File: config.mk
export PLATFORM = sky130hd
export DESIGN_NAME = wb_arb_flat
export DESIGN_NICKNAME = d
export VERILOG_FILES = /design/src/rtl/wb_arb_pkg.sv /design/src/rtl/wb_arb_if.sv /design/src/rtl/wb_arb_wdt.sv /design/src/rtl/wb_arb.sv /design/src/flat_wrapper.sv
export SDC_FILE = /design/constraint.sdc
export NUM_CORES = 1
export LEC_CHECK = 0
export ABC_AREA = 1
export CORE_AREA = 3 3 118 120
export CTS_BUF_LIST = sky130_fd_sc_hd__clkbuf_16
export DETAILED_ROUTE_END_ITERATION = 8
export DIE_AREA = 0 0 121 123
export PLACE_DENSITY = 0.57
export SETUP_SLACK_MARGIN = 0.15
export SLEW_MARGIN = 20
export SYNTH_ARGS = -nofsm -noshare
export SYNTH_HDL_FRONTEND = slang
export SYNTH_SLANG_ARGS = --single-unit
export TNS_END_PERCENT = 1
File: constraint.sdc
create_clock -name clk_i -period 3.2 [get_ports clk_i]
set_clock_uncertainty 0.2 [all_clocks]
set_input_delay 0.64 -clock clk_i [delete_from_list [all_inputs] [get_ports clk_i]]
set_output_delay 0.64 -clock clk_i [all_outputs]
set_load 0.01 [all_outputs]
File: src/rtl/wb_arb_pkg.sv
// Shared interconnect definitions for the two-initiator Wishbone arbiter: bus widths,
// arbiter state encodings and the read value returned on a bus-error abort.
package wb_arb_pkg;

  localparam int unsigned WbAw    = 30;
  localparam int unsigned WbDw    = 32;
  localparam int unsigned WbSw    = WbDw / 8;
  localparam int unsigned WdtCntW = 8;

  localparam logic [WbDw-1:0] WbErrData = 32'hFFFF_FFFF;

  typedef enum logic [1:0] {
    ArbIdle = 2'd0,
    ArbGnt0 = 2'd1,
    ArbGnt1 = 2'd2
  } arb_state_e;

endpackage

File: src/rtl/wb_arb_if.sv
// Wishbone classic bus bundle. The master modport is the initiator side of a link and
// the slave modport is the target side of the same link.
interface wb_arb_if
  import wb_arb_pkg::*;
#(
  parameter int unsigned AW = WbAw,
  parameter int unsigned DW = WbDw,
  parameter int unsigned SW = WbSw
) ();

  logic          cyc;
  logic          stb;
  logic          we;
  logic [SW-1:0] sel;
  logic [AW-1:0] adr;
  logic [DW-1:0] dat_w;
  logic          ack;
  logic [DW-1:0] dat_r;

  modport master (
    output cyc, stb, we, sel, adr, dat_w,
    input  ack, dat_r
  );

  modport slave (
    input  cyc, stb, we, sel, adr, dat_w,
    output ack, dat_r
  );

endinterface

File: src/rtl/wb_arb_wdt.sv
// Ack watchdog for the granted initiator: counts stalled strobe cycles and raises a
// one-cycle abort when the count reaches Timeout. Only built with WB_ARB_TIMEOUT_EN.
module wb_arb_wdt
  import wb_arb_pkg::*;
#(
  parameter int unsigned Timeout = 255
) (
  input  logic clk_i,
  input  logic rst_i,
  input  logic active_i,
  input  logic ack_i,
  output logic abort_o
);

  localparam logic [WdtCntW-1:0] Limit = WdtCntW'(Timeout);

  logic [WdtCntW-1:0] cnt_q, cnt_d;

  assign abort_o = active_i && (cnt_q == Limit);

  // Idle, acked and aborted cycles all restart the count.
  always_comb begin
    cnt_d = cnt_q + 1'b1;
    if (!active_i || ack_i || abort_o) begin
      cnt_d = '0;
    end
  end

  always_ff @(posedge clk_i) begin
    if (rst_i) begin
      cnt_q <= '0;
    end else begin
      cnt_q <= cnt_d;
    end
  end

endmodule

File: src/rtl/wb_arb.sv
// Round-robin two-initiator Wishbone arbiter with the grant locked for a whole cyc tenure.
// Define WB_ARB_TIMEOUT_EN to add the ack watchdog that aborts stalled strobes.
module wb_arb
  import wb_arb_pkg::*;
#(
  parameter int unsigned AW      = WbAw,
  parameter int unsigned DW      = WbDw,
  parameter int unsigned SW      = WbSw,
  parameter int unsigned TIMEOUT = 255
) (
  input  logic     clk_i,
  input  logic     rst_i,
  wb_arb_if.slave  m0,
  wb_arb_if.slave  m1,
  wb_arb_if.master s
);

  arb_state_e state_q;
  logic       last_grant_q;

  logic          gnt0, gnt1;
  logic          bus_cyc, bus_stb_raw, bus_stb, bus_we;
  logic [SW-1:0] bus_sel;
  logic [AW-1:0] bus_adr;
  logic [DW-1:0] bus_dat_w;
  logic [DW-1:0] rdat;
  logic          ack_fwd;
  logic          abort;

  // Arbitration only happens from idle, so a release always costs one dead cycle.
  always_ff @(posedge clk_i) begin
    if (rst_i) begin
      state_q      <= ArbIdle;
      last_grant_q <= 1'b1;
    end else begin
      unique case (state_q)
        ArbIdle: begin
          if (m0.cyc && (!m1.cyc || last_grant_q)) begin
            state_q      <= ArbGnt0;
            last_grant_q <= 1'b0;
          end else if (m1.cyc) begin
            state_q      <= ArbGnt1;
            last_grant_q <= 1'b1;
          end
        end
        ArbGnt0: if (!m0.cyc) state_q <= ArbIdle;
        ArbGnt1: if (!m1.cyc) state_q <= ArbIdle;
        default: state_q <= ArbIdle;
      endcase
    end
  end

  assign gnt0 = (state_q == ArbGnt0);
  assign gnt1 = (state_q == ArbGnt1);

  always_comb begin
    bus_cyc     = 1'b0;
    bus_stb_raw = 1'b0;
    bus_we      = 1'b0;
    bus_sel     = '0;
    bus_adr     = '0;
    bus_dat_w   = '0;
    if (gnt0) begin
      bus_cyc     = m0.cyc;
      bus_stb_raw = m0.stb;
      bus_we      = m0.we;
      bus_sel     = m0.sel;
      bus_adr     = m0.adr;
      bus_dat_w   = m0.dat_w;
    end else if (gnt1) begin
      bus_cyc     = m1.cyc;
      bus_stb_raw = m1.stb;
      bus_we      = m1.we;
      bus_sel     = m1.sel;
      bus_adr     = m1.adr;
      bus_dat_w   = m1.dat_w;
    end
  end

`ifdef WB_ARB_TIMEOUT_EN
  wb_arb_wdt #(
    .Timeout (TIMEOUT)
  ) u_wdt (
    .clk_i    (clk_i),
    .rst_i    (rst_i),
    .active_i (bus_stb_raw),
    .ack_i    (s.ack),
    .abort_o  (abort)
  );
`else
  logic unused_timeout;
  assign unused_timeout = ^TIMEOUT;
  assign abort          = 1'b0;
`endif

  // An abort withdraws the strobe and answers the initiator with an error read value.
  assign bus_stb = bus_stb_raw && !abort;
  assign ack_fwd = (s.ack && bus_stb) || abort;
  assign rdat    = abort ? WbErrData : s.dat_r;

  assign s.cyc   = bus_cyc;
  assign s.stb   = bus_stb;
  assign s.we    = bus_we;
  assign s.sel   = bus_sel;
  assign s.adr   = bus_adr;
  assign s.dat_w = bus_dat_w;

  assign m0.ack   = gnt0 && ack_fwd;
  assign m0.dat_r = gnt0 ? rdat : '0;
  assign m1.ack   = gnt1 && ack_fwd;
  assign m1.dat_r = gnt1 ? rdat : '0;

endmodule

File: src/flat_wrapper.sv
// flat-port wrapper written by rule: the top's interface ports become plain ports
module wb_arb_flat import wb_arb_pkg::*;
#(
  parameter int unsigned AW      = WbAw,
  parameter int unsigned DW      = WbDw,
  parameter int unsigned SW      = WbSw,
  parameter int unsigned TIMEOUT = 255
)
  (clk_i, rst_i, m0_cyc, m0_stb, m0_we, m0_sel, m0_adr, m0_dat_w, m0_ack, m0_dat_r, m1_cyc, m1_stb, m1_we, m1_sel, m1_adr, m1_dat_w, m1_ack, m1_dat_r, s_cyc, s_stb, s_we, s_sel, s_adr, s_dat_w, s_ack, s_dat_r);
  wb_arb_if #(.AW(AW), .DW(DW), .SW(SW)) m0_i ();
  wb_arb_if #(.AW(AW), .DW(DW), .SW(SW)) m1_i ();
  wb_arb_if #(.AW(AW), .DW(DW), .SW(SW)) s_i ();
  input  logic clk_i;
  input  logic rst_i;
  input wire logic [$bits(m0_i.cyc)-1:0] m0_cyc;
  input wire logic [$bits(m0_i.stb)-1:0] m0_stb;
  input wire logic [$bits(m0_i.we)-1:0] m0_we;
  input wire logic [$bits(m0_i.sel)-1:0] m0_sel;
  input wire logic [$bits(m0_i.adr)-1:0] m0_adr;
  input wire logic [$bits(m0_i.dat_w)-1:0] m0_dat_w;
  output wire logic [$bits(m0_i.ack)-1:0] m0_ack;
  output wire logic [$bits(m0_i.dat_r)-1:0] m0_dat_r;
  input wire logic [$bits(m1_i.cyc)-1:0] m1_cyc;
  input wire logic [$bits(m1_i.stb)-1:0] m1_stb;
  input wire logic [$bits(m1_i.we)-1:0] m1_we;
  input wire logic [$bits(m1_i.sel)-1:0] m1_sel;
  input wire logic [$bits(m1_i.adr)-1:0] m1_adr;
  input wire logic [$bits(m1_i.dat_w)-1:0] m1_dat_w;
  output wire logic [$bits(m1_i.ack)-1:0] m1_ack;
  output wire logic [$bits(m1_i.dat_r)-1:0] m1_dat_r;
  output wire logic [$bits(s_i.cyc)-1:0] s_cyc;
  output wire logic [$bits(s_i.stb)-1:0] s_stb;
  output wire logic [$bits(s_i.we)-1:0] s_we;
  output wire logic [$bits(s_i.sel)-1:0] s_sel;
  output wire logic [$bits(s_i.adr)-1:0] s_adr;
  output wire logic [$bits(s_i.dat_w)-1:0] s_dat_w;
  input wire logic [$bits(s_i.ack)-1:0] s_ack;
  input wire logic [$bits(s_i.dat_r)-1:0] s_dat_r;
  assign m0_i.cyc = m0_cyc;
  assign m0_i.stb = m0_stb;
  assign m0_i.we = m0_we;
  assign m0_i.sel = m0_sel;
  assign m0_i.adr = m0_adr;
  assign m0_i.dat_w = m0_dat_w;
  assign m0_ack = m0_i.ack;
  assign m0_dat_r = m0_i.dat_r;
  assign m1_i.cyc = m1_cyc;
  assign m1_i.stb = m1_stb;
  assign m1_i.we = m1_we;
  assign m1_i.sel = m1_sel;
  assign m1_i.adr = m1_adr;
  assign m1_i.dat_w = m1_dat_w;
  assign m1_ack = m1_i.ack;
  assign m1_dat_r = m1_i.dat_r;
  assign s_cyc = s_i.cyc;
  assign s_stb = s_i.stb;
  assign s_we = s_i.we;
  assign s_sel = s_i.sel;
  assign s_adr = s_i.adr;
  assign s_dat_w = s_i.dat_w;
  assign s_i.ack = s_ack;
  assign s_i.dat_r = s_dat_r;
  wb_arb #(.AW(AW), .DW(DW), .SW(SW), .TIMEOUT(TIMEOUT)) u_core (.clk_i(clk_i), .rst_i(rst_i), .m0(m0_i), .m1(m1_i), .s(s_i));
endmodule
==> flow_summary_export.csv <==
group,metric,value,unit
cells_and_area,final_common_cell,"clkdlybuf4s50_1",
worst_setup_path,slowest_stage,"clkdlybuf4s50_1",
drt,drcViolationCount,0,
global_route,overflow,0,
drt,wl_per_cell,13.22,µm
placement,routabilityCongestion,0.8031,
worst_setup_path,cp_cell_sequence,"inv_2 > nor2_4 > buf_12 > inv_4 > nor2_1 > clkdlybuf4s50_1",
worst_setup_path,startpoint_type,"register",
worst_setup_path,cp.arrival,2060,ps
synthesis,synth_simple_gate_area_share,76.81,%
synthesis,seq_area_frac_synth,4.233,%
placement,dp_cells,818,
synthesis,netlist_area,1419,µm²
global_route,grt_antenna_before_repair,0,
worst_setup_path,crit_fanout,66,
synthesis,synth_nets,521,
synthesis,synth-seq-cells,3,
timing,rsz0062_at_grt,"no",
floorplanning,fp.dieH,123,µm
cells_and_area,antenna-diode-count,0,
drt,firstDrtPassIters,4,
cells_and_area,instances_no_fill,825,
global_route,grt_use_met2,25.01,%
clocking,worst_skew_pair.late_latency,220,ps
job,cap_violations,0,
clocking,ctsHtreeMaxLevel,1,
clocking,clk_pin_slew,30,ps
cells_and_area,finish.instance_area,4788,µm²
clocking,cts_tree,"yes",
drt,drt_iter0_drc,85,
power,peakVddDrop,0.0001563,V
timing,fin_ws,296.8,ps
clocking,clock_sinks,3,
placement,placed_area,4672,µm²
timing,slew_violations,0,
worst_setup_path,crit_start,"u_core.state_q[0]",
synthesis,synth_top_family_by_area,"simple AND/OR/NAND/NOR gates",
placement,portBuffers,307,
synthesis,synth_warnings,0,
global_route,grt_pass1_wl,15660,µm
clocking,clock_tree.buffer_depth,2,
synthesis,synthCells,348,
timing,fin_crit_sh,90.73,%
floorplanning,dieArea,14880,µm²
global_route,grt_pass1_vias,3097,
cells_and_area,n_fill_cell,1370,
placement,pre_cts_slack,321.0,ps
synthesis,synth_compound_area_share,1.058,%
global_route,use_met1,13.34,%
synthesis,synthMuxAreaShare,0,%
power,p_leak,0.002211,µW
synthesis,synthAdderAreaFrac,0,%
timing,period_needed,2903,ps
drt,via_per_inst,3.792,
run_status,status,"finished clean",
floorplanning,fp.dieW,121,µm
synthesis,synth-xor-area-share,0,%
worst_setup_path,critical_path_buf_inv_count,4,
drt,dr_total_vias,3128,
worst_setup_path,worstSetupEndpointType,"output pin",
worst_setup_path,path_class,"reg -> out",
global_route,grt-busiest-layer,"met2",
hold_path,worstHoldStart,"u_core.last_grant_q",
floorplanning,start_util,10.84,%
synthesis,synth_cell_types,14,
cells_and_area,drive_above_1_share,3.082,%
global_route,track_usage,13.12,%
drt,postRouteAntennaNets,0,
power,p_per_area,217.9,nW/µm²
hold_path,hold_class,"reg -> reg",
worst_setup_path,reg2reg_from,"u_core.state_q[1]",
clocking,numCtsBuffers,3,
worst_setup_path,max_stage_delay,570,ps
cells_and_area,nNetsFinal,823,
floorplanning,io_pins,308,
synthesis,avgSynthCellArea,4.077,µm²
timing,final_hold_viol_count,0,
cells_and_area,synthToLayoutAreaGrowth,237.5,%
clocking,ctsHoldBuffers,0,
timing,tns,0,ps
worst_setup_path,crit_family,"buffers and inverters",
floorplanning,core,13090,µm²
drt,routed_wl,10910,µm
global_route,grt_max_degree,67,
placement,hpwlAfterDp,9263,µm
timing,setup_viol,0,
cells_and_area,mostFrequentLayoutCells,"306 x clkdlybuf4s50_1, 212 x nand2_1, 69 x nor2_1, 34 x inv_1, 8 x buf_4",
clocking,clock-root-buffer,"clkbuf_16",
timing,worst_pin_slew,531.4,ps
floorplanning,fp-row-count,42,
timing,max_freq,344.4,MHz
timing,max_slew_margin,64.52,%
worst_setup_path,cp.required,2360,ps
global_route,grtUsageMet3,4.758,%
state kept, by name, indices dropped and copies added (netlist names):
name                 count
u_core.last_grant_q      1
u_core.state_q           2
logic make-up (layout without fill, tap and decap cells):
family / count (synthesis) / after routing
buffers and inverters: 57 / 358
AO/OA/AOI/OAI: 3 / 3
AND/OR/NAND/NOR: 285 / 285
flip-flops: 3 / 3
worst min-delay path, stage by stage (launching register included):
cell      delay [ps]
dfxtp_1          300
o21ai_0           70
nand3b_1          70
metrics by stage:
stage	hold slack (ps)	power [µW]	utilization, %
floorplan	260.5	308.7	-
global placement	275.5	842.1	35.70
detailed placement	290.9	846.4	35.70
CTS	295.0	1052	36.33
global route	321.1	1116	36.59
finish	284.8	1044	36.59
routing by layer:
metal  vias to the layer above  share of wire [%]  wire (µm)
met5                         -                  0          0
met4                         0                2.2        242
met3                        10                 13       1368
met2                       182                 51       5611
met1                      1342                 34       3683
li1                       1594                  -          -
cell type report:
class                      count  area [µm²]  share of cell area (%)
clock buffer                   3       75.07                   1.568
clock inverter                 1       3.754                 0.07839
inverter                      37       141.4                   2.953
multi-input combinational    288        1105                   23.07
sequential                     3       60.06                   1.254
tap                          176       220.2                   4.599
timing repair buffer         317        3183                   66.48
worst paths after layout:
path | slack, ps | to | cells after the start
hold reg to reg | 280 | u_core.last_grant_q | 2
setup reg to reg | 1710 | u_core.state_q[1] | 6
hold / removal | 280 | u_core.last_grant_q | 2
setup / recovery | 300 | m0_dat_r[31] | 6
where the power goes:
part / leakage [µW] / internal (µW) / total [µW] / switching [µW]
Sequential: 0.0000249 / 41.9 / 46.1 / 4.21
Combinational: 0.00214 / 476 / 800 / 324
Clock: 0.0000423 / 161 / 197 / 35.8
Total: 0.00221 / 679 / 1040 / 364
Yosys cell counts (all sizes together):
| master | count | share of area [%] |
|---|---|---|
| o21ai | 1 | 0.35 |
| a21oi | 2 | 0.71 |
| dfxtp | 3 | 4.2 |
| clkbuf | 6 | 1.6 |
| nor2 | 71 | 20 |
| nand2 | 212 | 56 |
| buf | 14 | 6.5 |
| inv | 37 | 9.8 |
| nand3 | 1 | 0.35 |
| nand3b | 1 | 0.53 |
timing repair:
item	CTS	global route
pin swaps	0	1
gates cloned	0	0
setup buffers	0	3
endpoints found under the setup margin	1	42
gates resized for setup	1	0
(Power assumes the default switching activity.)
